[config.mk]
export PLATFORM = sky130hd
export DESIGN_NAME = exec_dispatch
export DESIGN_NICKNAME = d
export VERILOG_FILES = /design/src/rtl/exec_dispatch.sv
export SDC_FILE = /design/constraint.sdc
export NUM_CORES = 1
export LEC_CHECK = 0
export BUFFER_PORTS_ARGS = -buffer_cell sky130_fd_sc_hd__buf_2
export CORE_MARGIN = 2
export CORE_UTILIZATION = 55
export CTS_CLUSTER_DIAMETER = 60
export DETAILED_ROUTE_END_ITERATION = 8
export PLACE_DENSITY = 0.9
export SLEW_MARGIN = 25
export SYNTH_ARGS = -nofsm -noshare
export SYNTH_HDL_FRONTEND = slang
export SYNTH_SLANG_ARGS = --single-unit
[constraint.sdc]
create_clock -name clk -period 5 [get_ports clk]
set_input_delay 0.25 -clock clk [delete_from_list [all_inputs] [get_ports clk]]
set_output_delay 0.25 -clock clk [all_outputs]
set_load 0.01 [all_outputs]
[src/rtl/exec_dispatch.sv]
// exec_dispatch: sits between decode and the execute units.
//   - Holds one command in OUT, which is presented to execute, and one more
//     in SKID, which absorbs a command when OUT cannot move.
//   - After a MUL/IMUL or DIV/IDIV issues, further issue is held off for
//     MUL_LAT or DIV_LAT cycles by a 4-bit stall counter.
//     Commands can still be loaded into OUT and SKID during the stall.
//
// Ports:
//   clk, rst_n             clock and async active-low reset
//   flush                  synchronous clear of all queued work and the stall
//   in_valid / in_ready    upstream handshake; in_ready is registered
//   in_opc/in_opa/in_opb   upstream command and operands
//   out_valid / out_ready  execute handshake
//   out_opc/out_opa/out_opb  command and operands, driven from OUT
//   busy                   stall counter nonzero
module exec_dispatch #(
    parameter int unsigned MUL_LAT = 3,   // 1..15
    parameter int unsigned DIV_LAT = 8    // 1..15
) (
    input  logic        clk,
    input  logic        rst_n,
    input  logic        flush,
    input  logic        in_valid,
    output logic        in_ready,
    input  logic [5:0]  in_opc,
    input  logic [31:0] in_opa,
    input  logic [31:0] in_opb,
    output logic        out_valid,
    input  logic        out_ready,
    output logic [5:0]  out_opc,
    output logic [31:0] out_opa,
    output logic [31:0] out_opb,
    output logic        busy
);

    // Multi-cycle command codes. These follow the generated command table.
    localparam logic [5:0] CMD_MUL  = 6'h10;
    localparam logic [5:0] CMD_IMUL = 6'h11;
    localparam logic [5:0] CMD_DIV  = 6'h12;
    localparam logic [5:0] CMD_IDIV = 6'h13;

    localparam logic [3:0] MUL_LAT_C = 4'(MUL_LAT);
    localparam logic [3:0] DIV_LAT_C = 4'(DIV_LAT);

    typedef struct packed {
        logic [5:0]  opc;
        logic [31:0] opa;
        logic [31:0] opb;
    } cmd_t;

    cmd_t       out_q, out_d, skid_q, skid_d, in_cmd;
    logic       out_v_q, out_v_d, skid_v_q, skid_v_d;
    logic       rdy_q, rdy_d;
    logic [3:0] cnt_q, cnt_d;
    logic       accept, issue;

    assign in_cmd    = '{opc: in_opc, opa: in_opa, opb: in_opb};
    assign in_ready  = rdy_q;
    assign out_valid = out_v_q & (cnt_q == 4'd0);
    assign out_opc   = out_q.opc;
    assign out_opa   = out_q.opa;
    assign out_opb   = out_q.opb;
    assign busy      = (cnt_q != 4'd0);

    assign accept = in_valid & rdy_q;
    assign issue  = out_valid & out_ready;

    always_comb begin
        out_d    = out_q;
        skid_d   = skid_q;
        out_v_d  = out_v_q;
        skid_v_d = skid_v_q;
        cnt_d    = cnt_q;

        if (issue) begin
            // rdy_q is ~skid_v_q, so an accept and a full SKID never occur together.
            if (skid_v_q) begin
                out_d    = skid_q;
                out_v_d  = 1'b1;
                skid_v_d = 1'b0;
            end else if (accept) begin
                out_d   = in_cmd;
                out_v_d = 1'b1;
            end else begin
                out_v_d = 1'b0;
            end
            // Issue implies the counter is 0, so ALU-class commands leave it at 0.
            case (out_q.opc)
                CMD_MUL, CMD_IMUL: cnt_d = MUL_LAT_C;
                CMD_DIV, CMD_IDIV: cnt_d = DIV_LAT_C;
                default:           cnt_d = cnt_q;
            endcase
        end else begin
            if (cnt_q != 4'd0) cnt_d = cnt_q - 4'd1;
            if (accept) begin
                if (!out_v_q) begin
                    out_d   = in_cmd;
                    out_v_d = 1'b1;
                end else begin
                    skid_d   = in_cmd;
                    skid_v_d = 1'b1;
                end
            end
        end

        // Flush overrides everything. An issue in this cycle is already
        // consumed downstream, so it is not re-presented.
        if (flush) begin
            out_v_d  = 1'b0;
            skid_v_d = 1'b0;
            cnt_d    = 4'd0;
        end

        rdy_d = ~skid_v_d;
    end

    always_ff @(posedge clk or negedge rst_n) begin
        if (!rst_n) begin
            out_q    <= '0;
            skid_q   <= '0;
            out_v_q  <= 1'b0;
            skid_v_q <= 1'b0;
            rdy_q    <= 1'b1;
            cnt_q    <= 4'd0;
        end else begin
            out_q    <= out_d;
            skid_q   <= skid_d;
            out_v_q  <= out_v_d;
            skid_v_q <= skid_v_d;
            rdy_q    <= rdy_d;
            cnt_q    <= cnt_d;
        end
    end

endmodule

==> results of run 1 <==
[worst register-to-register path: stages (launching register included)]
cell	delay [ns]
dfrtp_1	0.41
inv_1	0.10
ha_1	0.23
nor3b_4	0.35
and3_4	0.79
buf_4	0.57
mux2i_1	0.33
a21oi_1	0.11
[how the worst min path moves through the flow]
| stage | startpoint | endpoint | cells past startpoint |
|---|---|---|---|
| 2_1_floorplan | rst_n | cnt_q[0]$_DFFE_PN0P_ | 0 |
| 3_3_place_gp | rst_n | skid_q[48]$_DFFE_PN0P_ | 1 |
| 6_report | rst_n | out_opa[26]$_DFFE_PN0P_ | 1 |
| 5_1_grt | rst_n | out_opc[0]$_DFFE_PN0P_ | 1 |
| 3_5_place_dp | rst_n | out_opa[26]$_DFFE_PN0P_ | 1 |
| 4_1_cts | rst_n | skid_q[58]$_DFFE_PN0P_ | 1 |
[flip-flops by register name, summed over array words and instances, names as in the netlist]
| name | count |
|---|---|
| out_v_q | 1 |
| in_ready | 1 |
| cnt_q | 4 |
| out_opc | 6 |
| skid_q | 70 |
| out_opb | 32 |
| skid_v_q | 1 |
| out_opa | 32 |
[area by class of cell]
| cell class | count | area, um^2 |
|---|---|---|
| clock buffer | 22 | 454 |
| sequential | 147 | 3680 |
| clock inverter | 10 | 228 |
| multi-input combinational | 313 | 2340 |
| tap | 140 | 175 |
| inverter | 5 | 18.8 |
| timing repair buffer | 153 | 810 |
| fill | 772 | 3230 |
[layer usage]
layer	part of all wire	global-route usage	up-vias
met5	0	0	-
met4	0.021	0.0955	0
met3	0.064	0.0700	27
met2	0.49	0.361	134
met1	0.43	0.275	2079
li1	-	-	2023
[through the flow]
step | utilization | cells | power, mW
final | 0.704 | 790 | 4.43
after global routing | 0.704 | 790 | 4.67
after CTS | 0.701 | 789 | 4.45
after detailed placement | 0.639 | 757 | 2.97
after global placement | 0.639 | 757 | 2.87
after floorplan | - | 496 | 2.54
[Yosys cell counts, types with 2 or more instances]
library cell    n
nor2_1         72
and2_1          2
buf_2          18
dfrtp_1       146
mux2_1         70
clkbuf_1        5
o21ai_1         2
a211oi_1        2
buf_6           8
or3_1           2
mux2i_1        70
a21oi_1        74
inv_1           5
nand2_1         5
[cell families after synthesis]
kind of cell | Yosys count | synth area share
buffers and inverters | 36 | 0.0350
flip-flops | 147 | 0.592
adder cells (fa/ha/maj) | 1 | 0.00201
multiplexers | 140 | 0.239
AND/OR/NAND/NOR | 89 | 0.0617
AO/OA/AOI/OAI | 83 | 0.0704
[power by group through the flow]
stage | clock network [mW] | logic (mW) | registers (mW)
after floorplan | 0 | 0.565 | 1.98
after global placement | 0 | 0.967 | 1.91
after detailed placement | 0 | 1.02 | 1.95
after CTS | 1.48 | 1.03 | 1.93
after global routing | 1.54 | 1.14 | 1.99
final | 1.46 | 1.03 | 1.93
==> impl_metrics.py, run 1 <==
metrics = {
    "outcome": {
        "status": "finished, violations left",
        "violations": "negative hold slack",
    },
    "worst_setup_path": {
        "crit_path_start": "cnt_q[0]$_DFFE_PN0P_",
        "critPathTopFamily": "simple AND/OR/NAND/NOR gates",
        "cp_slowest_cell": "and3_4",
        "crit-reg2reg-launch": "cnt_q[0]$_DFFE_PN0P_",
        "cp_num_cells": 7,
        "crit_arrival_ns": 3.29,
        "r2r_cells": 7,
        "crit_fanout": 43,
        "cp_slowest_stage_delay_ns": 0.79,
        "endpoint": "out_opa[19]$_DFFE_PN0P_",
        "rrSetupSlack_ns": 1.99,
        "path_class": "reg -> reg",
        "critPathBufInv": 2,
        "cp.required_ns": 5.27,
        "end_kind": "flop",
        "rr_endpoint": "out_opa[19]$_DFFE_PN0P_",
        "start_kind": "flop",
        "crit_chain": "inv_1, ha_1, nor3b_4, and3_4, buf_4, mux2i_1, a21oi_1",
    },
    "global_route": {
        "grt_usage": 0.222,
        "antenna_found_initial": 0,
        "grt_max_degree": 113,
        "grt_overflow": 0,
        "grt_pass1_vias": 4376,
        "grt_pass1_wl_mm": 20.5,
    },
    "layout": {
        "layout.nets": 713,
        "synthToLayoutAreaGrowth_pct": 23.8,
        "final_cell_mix": "dfrtp_1 (146), buf_2 (146), a21oi_1 (74)",
        "num_antenna_cells": 0,
        "design_area_um2": 7700,
        "final_layout_size_suffix_gt1_frac": 0.286,
    },
    "floorplanning": {
        "core_region_area_um2": 10900,
        "start_util": 0.569,
        "dieArea_um2": 12200,
        "rows": 38,
        "ios": 148,
        "die_w_um": 110,
        "die_y_um": 110,
    },
    "pwr": {
        "powerDensity_nw_per_um2": 575,
        "power.switching_mw": 1.27,
        "max-vdd-ir-drop_v": 0.000288,
        "swShare": 0.288,
        "pwr-share-comb": 0.232,
        "p_leak_nw": 3.34,
        "clkPwrFrac": 0.331,
        "internal_power_mw": 3.15,
        "seqPwrFrac": 0.437,
    },
    "job": {
        "maxCapViolCount": 0,
    },
    "yosys": {
        "synth_edf_count": 0,
        "synth_area_um2": 6220,
        "yosysWarnings": 0,
        "ys_ff_latch": 147,
        "synth_ff_type": "dfrtp_1",
        "netlist.area_leader.share": 0.587,
        "synth_fp_nets": 572,
        "yosys-top-cells-area": "dfrtp_1 (59%), mux2_1 (13%), mux2i_1 (11%)",
        "syn_inst": 496,
        "synth_top_area_cell": "dfrtp_1",
        "synth-seq-area-share": 0.592,
        "ys_async_sr_fraction": 1.00,
        "synth.distinct_cells": 29,
        "syn_avg_cell_area_um2": 12.5,
    },
    "clocking": {
        "clock_latency_ns": 0.41,
        "cts-root-buf": "clkbuf_16",
        "cts_sinks": 147,
        "clk_path_buf_depth": 2,
        "h-tree-depth": 4,
        "clkTransAtPathRegs_ns": 0.06,
        "hold_buffers": 0,
        "cts_tree": "done",
        "cts-buffers-inserted": 17,
        "cts_setup_buffers": 0,
        "cts_resized": 0,
    },
    "sta": {
        "relSlewSlack": 0.411,
        "setup_viol": 0,
        "timing.final.ws_setup_ns": 1.99,
        "drv_slew": 0,
        "tightest_slew_ns": 0.884,
        "fmax_mhz": 332,
        "period_share": 0.603,
        "rsz0062_at_grt": "no",
        "fin_tns_setup_ns": 0,
        "holdWs_ns": -0.0546,
        "fin_skew_ns": 0.00544,
        "finalHoldViolCount": 36,
        "fin_crit_ns": 3.01,
    },
    "route": {
        "wl_mm": 12.8,
        "ant_nets": 0,
        "drt_first_pass_iters": 4,
        "avgViaCountPerCell": 5.40,
        "drc_errors": 0,
        "drt_iter0_drc": 255,
        "vias": 4263,
        "wl_per_cell_um": 16.3,
    },
    "placed_design": {
        "pre_cts_ws_ns": 2.09,
        "gp_congestion": 0.842,
        "placed_area_um2": 6990,
        "dp_hpwl_mm": 8.46,
        "portBuffers": 147,
    },
    "worst_hold_path": {
        "hold_class": "in -> async",
    },
}
Power figures use the tool's default switching activity.
==> inputs of run 2 (changes only) <==
ABC_AREA = 1   (was default)
CORE_UTILIZATION = 54   (was 55)
PLACE_DENSITY = 0.87   (was 0.9)
clock period = 2.85 ns   (was 5 ns; I/O delays follow)
==> impl_metrics.py, run 2 <==
metrics = {
    "layout": {
        "synthToLayoutAreaGrowth_pct": 25.9,
        "top_register": "skid_q",
        "final_cell_mix": "nand2_1 (440), buf_2 (146), dfrtp_1 (145)",
        "num_antenna_cells": 0,
        "final_common_cell": "nand2_1",
        "largest_reg_flops": 70,
        "layout.nets": 1130,
        "final_layout_size_suffix_gt1_frac": 0.184,
        "post-route-util": 0.702,
        "design_area_um2": 8510,
    },
    "worst_hold_path": {
        "holdPathStages": 3,
        "min_from": "in_opb[23]",
        "hold_end": "skid_q[23]$_DFFE_PN0P_",
        "hold_class": "in -> reg",
    },
    "sta": {
        "fin_tns_setup_ns": 0,
        "fmax_mhz": 442,
        "finalHoldViolCount": 0,
        "relSlewSlack": 0.478,
        "rsz0062_at_grt": "no",
        "fin_skew_ns": 0.00651,
        "period_share": 0.795,
        "setup_viol": 0,
        "fin_crit_ns": 2.26,
        "drv_slew": 0,
        "tightest_slew_ns": 0.783,
    },
    "clocking": {
        "h-tree-depth": 4,
        "clock_latency_ns": 0.41,
        "cts-buffers-inserted": 17,
        "cts-root-buf": "clkbuf_16",
        "clk_path_buf_depth": 2,
        "cts_tree": "done",
        "cts_resized": 0,
        "cts_sinks": 147,
        "clkTransAtPathRegs_ns": 0.06,
    },
    "global_route": {
        "grt_pass1_wl_mm": 28.4,
        "grt_overflow": 0,
        "grt_max_degree": 76,
        "grt_pass1_vias": 6082,
        "grt_usage": 0.271,
        "antenna_found_initial": 0,
    },
    "pwr": {
        "power_mw": 7.26,
        "internal_power_mw": 4.77,
        "p_leak_nw": 4.92,
        "powerDensity_nw_per_um2": 854,
        "power.switching_mw": 2.49,
        "clkPwrFrac": 0.268,
        "swShare": 0.343,
        "pwr-share-comb": 0.273,
        "seqPwrFrac": 0.458,
        "max-vdd-ir-drop_v": 0.000383,
    },
    "worst_setup_path": {
        "path_class": "reg -> reg",
        "end_kind": "flop",
        "r2r_cells": 9,
        "crit_fanout": 71,
        "crit-reg2reg-launch": "cnt_q[0]$_DFFE_PN0P_",
        "cp_slowest_cell": "buf_4",
        "critPathBufInv": 3,
        "start_kind": "flop",
        "crit_arrival_ns": 2.62,
        "cp_slowest_stage_delay_ns": 0.63,
        "rr_endpoint": "out_opa[22]$_DFFE_PN0P_",
        "crit_chain": "inv_1, ha_1, nand4_4, inv_2, buf_4, nand3_1, nand2_1, nand2_1, nand2_1",
        "cp.required_ns": 3.20,
        "worst_path_most_repeated_cell": "nand2_1",
        "rrSetupSlack_ns": 0.59,
        "critPathTopFamily": "buffers and inverters",
        "crit_path_start": "cnt_q[0]$_DFFE_PN0P_",
    },
    "yosys": {
        "yosysWarnings": 0,
        "synth.distinct_cells": 22,
        "syn_avg_cell_area_um2": 7.66,
        "synth_most_common_cell": "nand2_1",
        "synth_edf_count": 0,
        "synth_area_um2": 6760,
        "ys_async_sr_fraction": 1.00,
        "synth_ff_type": "dfrtp_1",
        "synth_fp_nets": 958,
        "syn_inst": 882,
        "synth.top_cells.by_count": "nand2_1 (441), dfrtp_1 (146), inv_1 (79)",
        "synth_top_area_cell": "dfrtp_1",
        "synth-seq-area-share": 0.545,
        "yosys-top-cells-area": "dfrtp_1 (54%), nand2_1 (24%), nand3_1 (5.4%)",
        "netlist.area_leader.share": 0.541,
        "ys_ff_latch": 147,
    },
    "route": {
        "drt_first_pass_iters": 5,
        "wl_per_cell_um": 14.0,
        "vias": 6267,
        "drc_errors": 0,
        "avgViaCountPerCell": 5.09,
        "drt_iter0_drc": 513,
        "ant_nets": 0,
        "wl_mm": 17.3,
    },
    "floorplanning": {
        "die_w_um": 116,
        "ios": 148,
        "start_util": 0.558,
        "die_y_um": 116,
        "rows": 40,
        "core_region_area_um2": 12100,
        "dieArea_um2": 13400,
    },
    "placed_design": {
        "portBuffers": 147,
        "dp_hpwl_mm": 9.85,
        "gp_congestion": 0.794,
        "placed_area_um2": 7560,
    },
    "outcome": {
        "status": "completed",
    },
    "job": {
        "maxCapViolCount": 0,
    },
}
==> run 2: cell types whose count changed after synthesis, moves of 70 or more <==
cell	previous run	this run
a21oi_1	74	2
o21ai_0	1	72
nand3_1	1	73
inv_1	5	79
nand2_1	5	441
mux2i_1	70	0
mux2_1	70	0
==> run 2: per-stage QoR <==
stage / worst slack [ns] / hold slack, ns / std cells
after floorplan: 1.25 / -0.153 / 882
after global placement: 0.753 / 0.206 / 1159
after detailed placement: 0.662 / 0.211 / 1159
after CTS: 0.644 / 0.000547 / 1232
after global routing: 0.429 / 0.00254 / 1232
final: 0.585 / 0.00496 / 1232
==> run 2: power by group through the flow <==
stage / Sequential (mW) / Combinational, mW / Clock, mW
floorplan: 3.44 / 0.993 / 0
global placement: 3.31 / 1.86 / 0
detailed placement: 3.32 / 1.92 / 0
CTS: 3.31 / 1.98 / 1.96
global route: 3.41 / 2.26 / 2.07
finish: 3.33 / 1.99 / 1.95
==> run 2: worst min-delay path: cells and delay by family <==
| kind | cells | cell delay (ns) |
|---|---|---|
| buf+inv | 2 | 0.15 |
| compound gates | 1 | 0.08 |
==> run 2: logic make-up after synthesis <==
family | Yosys count | synth area share
AO/OA/AOI/OAI | 76 | 0.0568
XOR/XNOR | 2 | 0.00259
adder cells (fa/ha/maj) | 1 | 0.00185
buffers and inverters | 132 | 0.0841
flip-flops | 147 | 0.545
AND/OR/NAND/NOR | 524 | 0.310
==> run 2: routing by layer <==
layer	vias to the layer above	global-route usage	wire, um
met1	2943	0.352	7330
met5	-	0	0
met2	238	0.441	8570
met3	43	0.0586	965
met4	0	0.122	428
li1	3043	-	-
==> run 2: timing repair <==
item	4_1_cts	5_1_grt
hold buffers	44	0
buffers inserted	0	0
hold endpoints to repair	117	0
==> run 2: final cells by class <==
| class | count | area (um^2) |
|---|---|---|
| flip-flops and latches | 147 | 3680 |
| repair buffers | 204 | 1290 |
| clock inverters | 10 | 65.1 |
| fillers | 947 | 3600 |
| clock buffers | 19 | 443 |
| multi-input cells | 603 | 2510 |
| inverters | 81 | 304 |
| well taps | 168 | 210 |
==> run 2: worst max-delay path by stage <==
stage	to	slack, ns	cells after the start
3_5_place_dp	cnt_q[0]$_DFFE_PN0P_	0.66	8
3_3_place_gp	out_opb[10]$_DFFE_PN0P_	0.75	9
5_1_grt	cnt_q[0]$_DFFE_PN0P_	0.43	8
6_report	out_opa[22]$_DFFE_PN0P_	0.59	9
4_1_cts	cnt_q[0]$_DFFE_PN0P_	0.64	8
2_1_floorplan	skid_q[68]$_DFFE_PN0P_	1.25	8
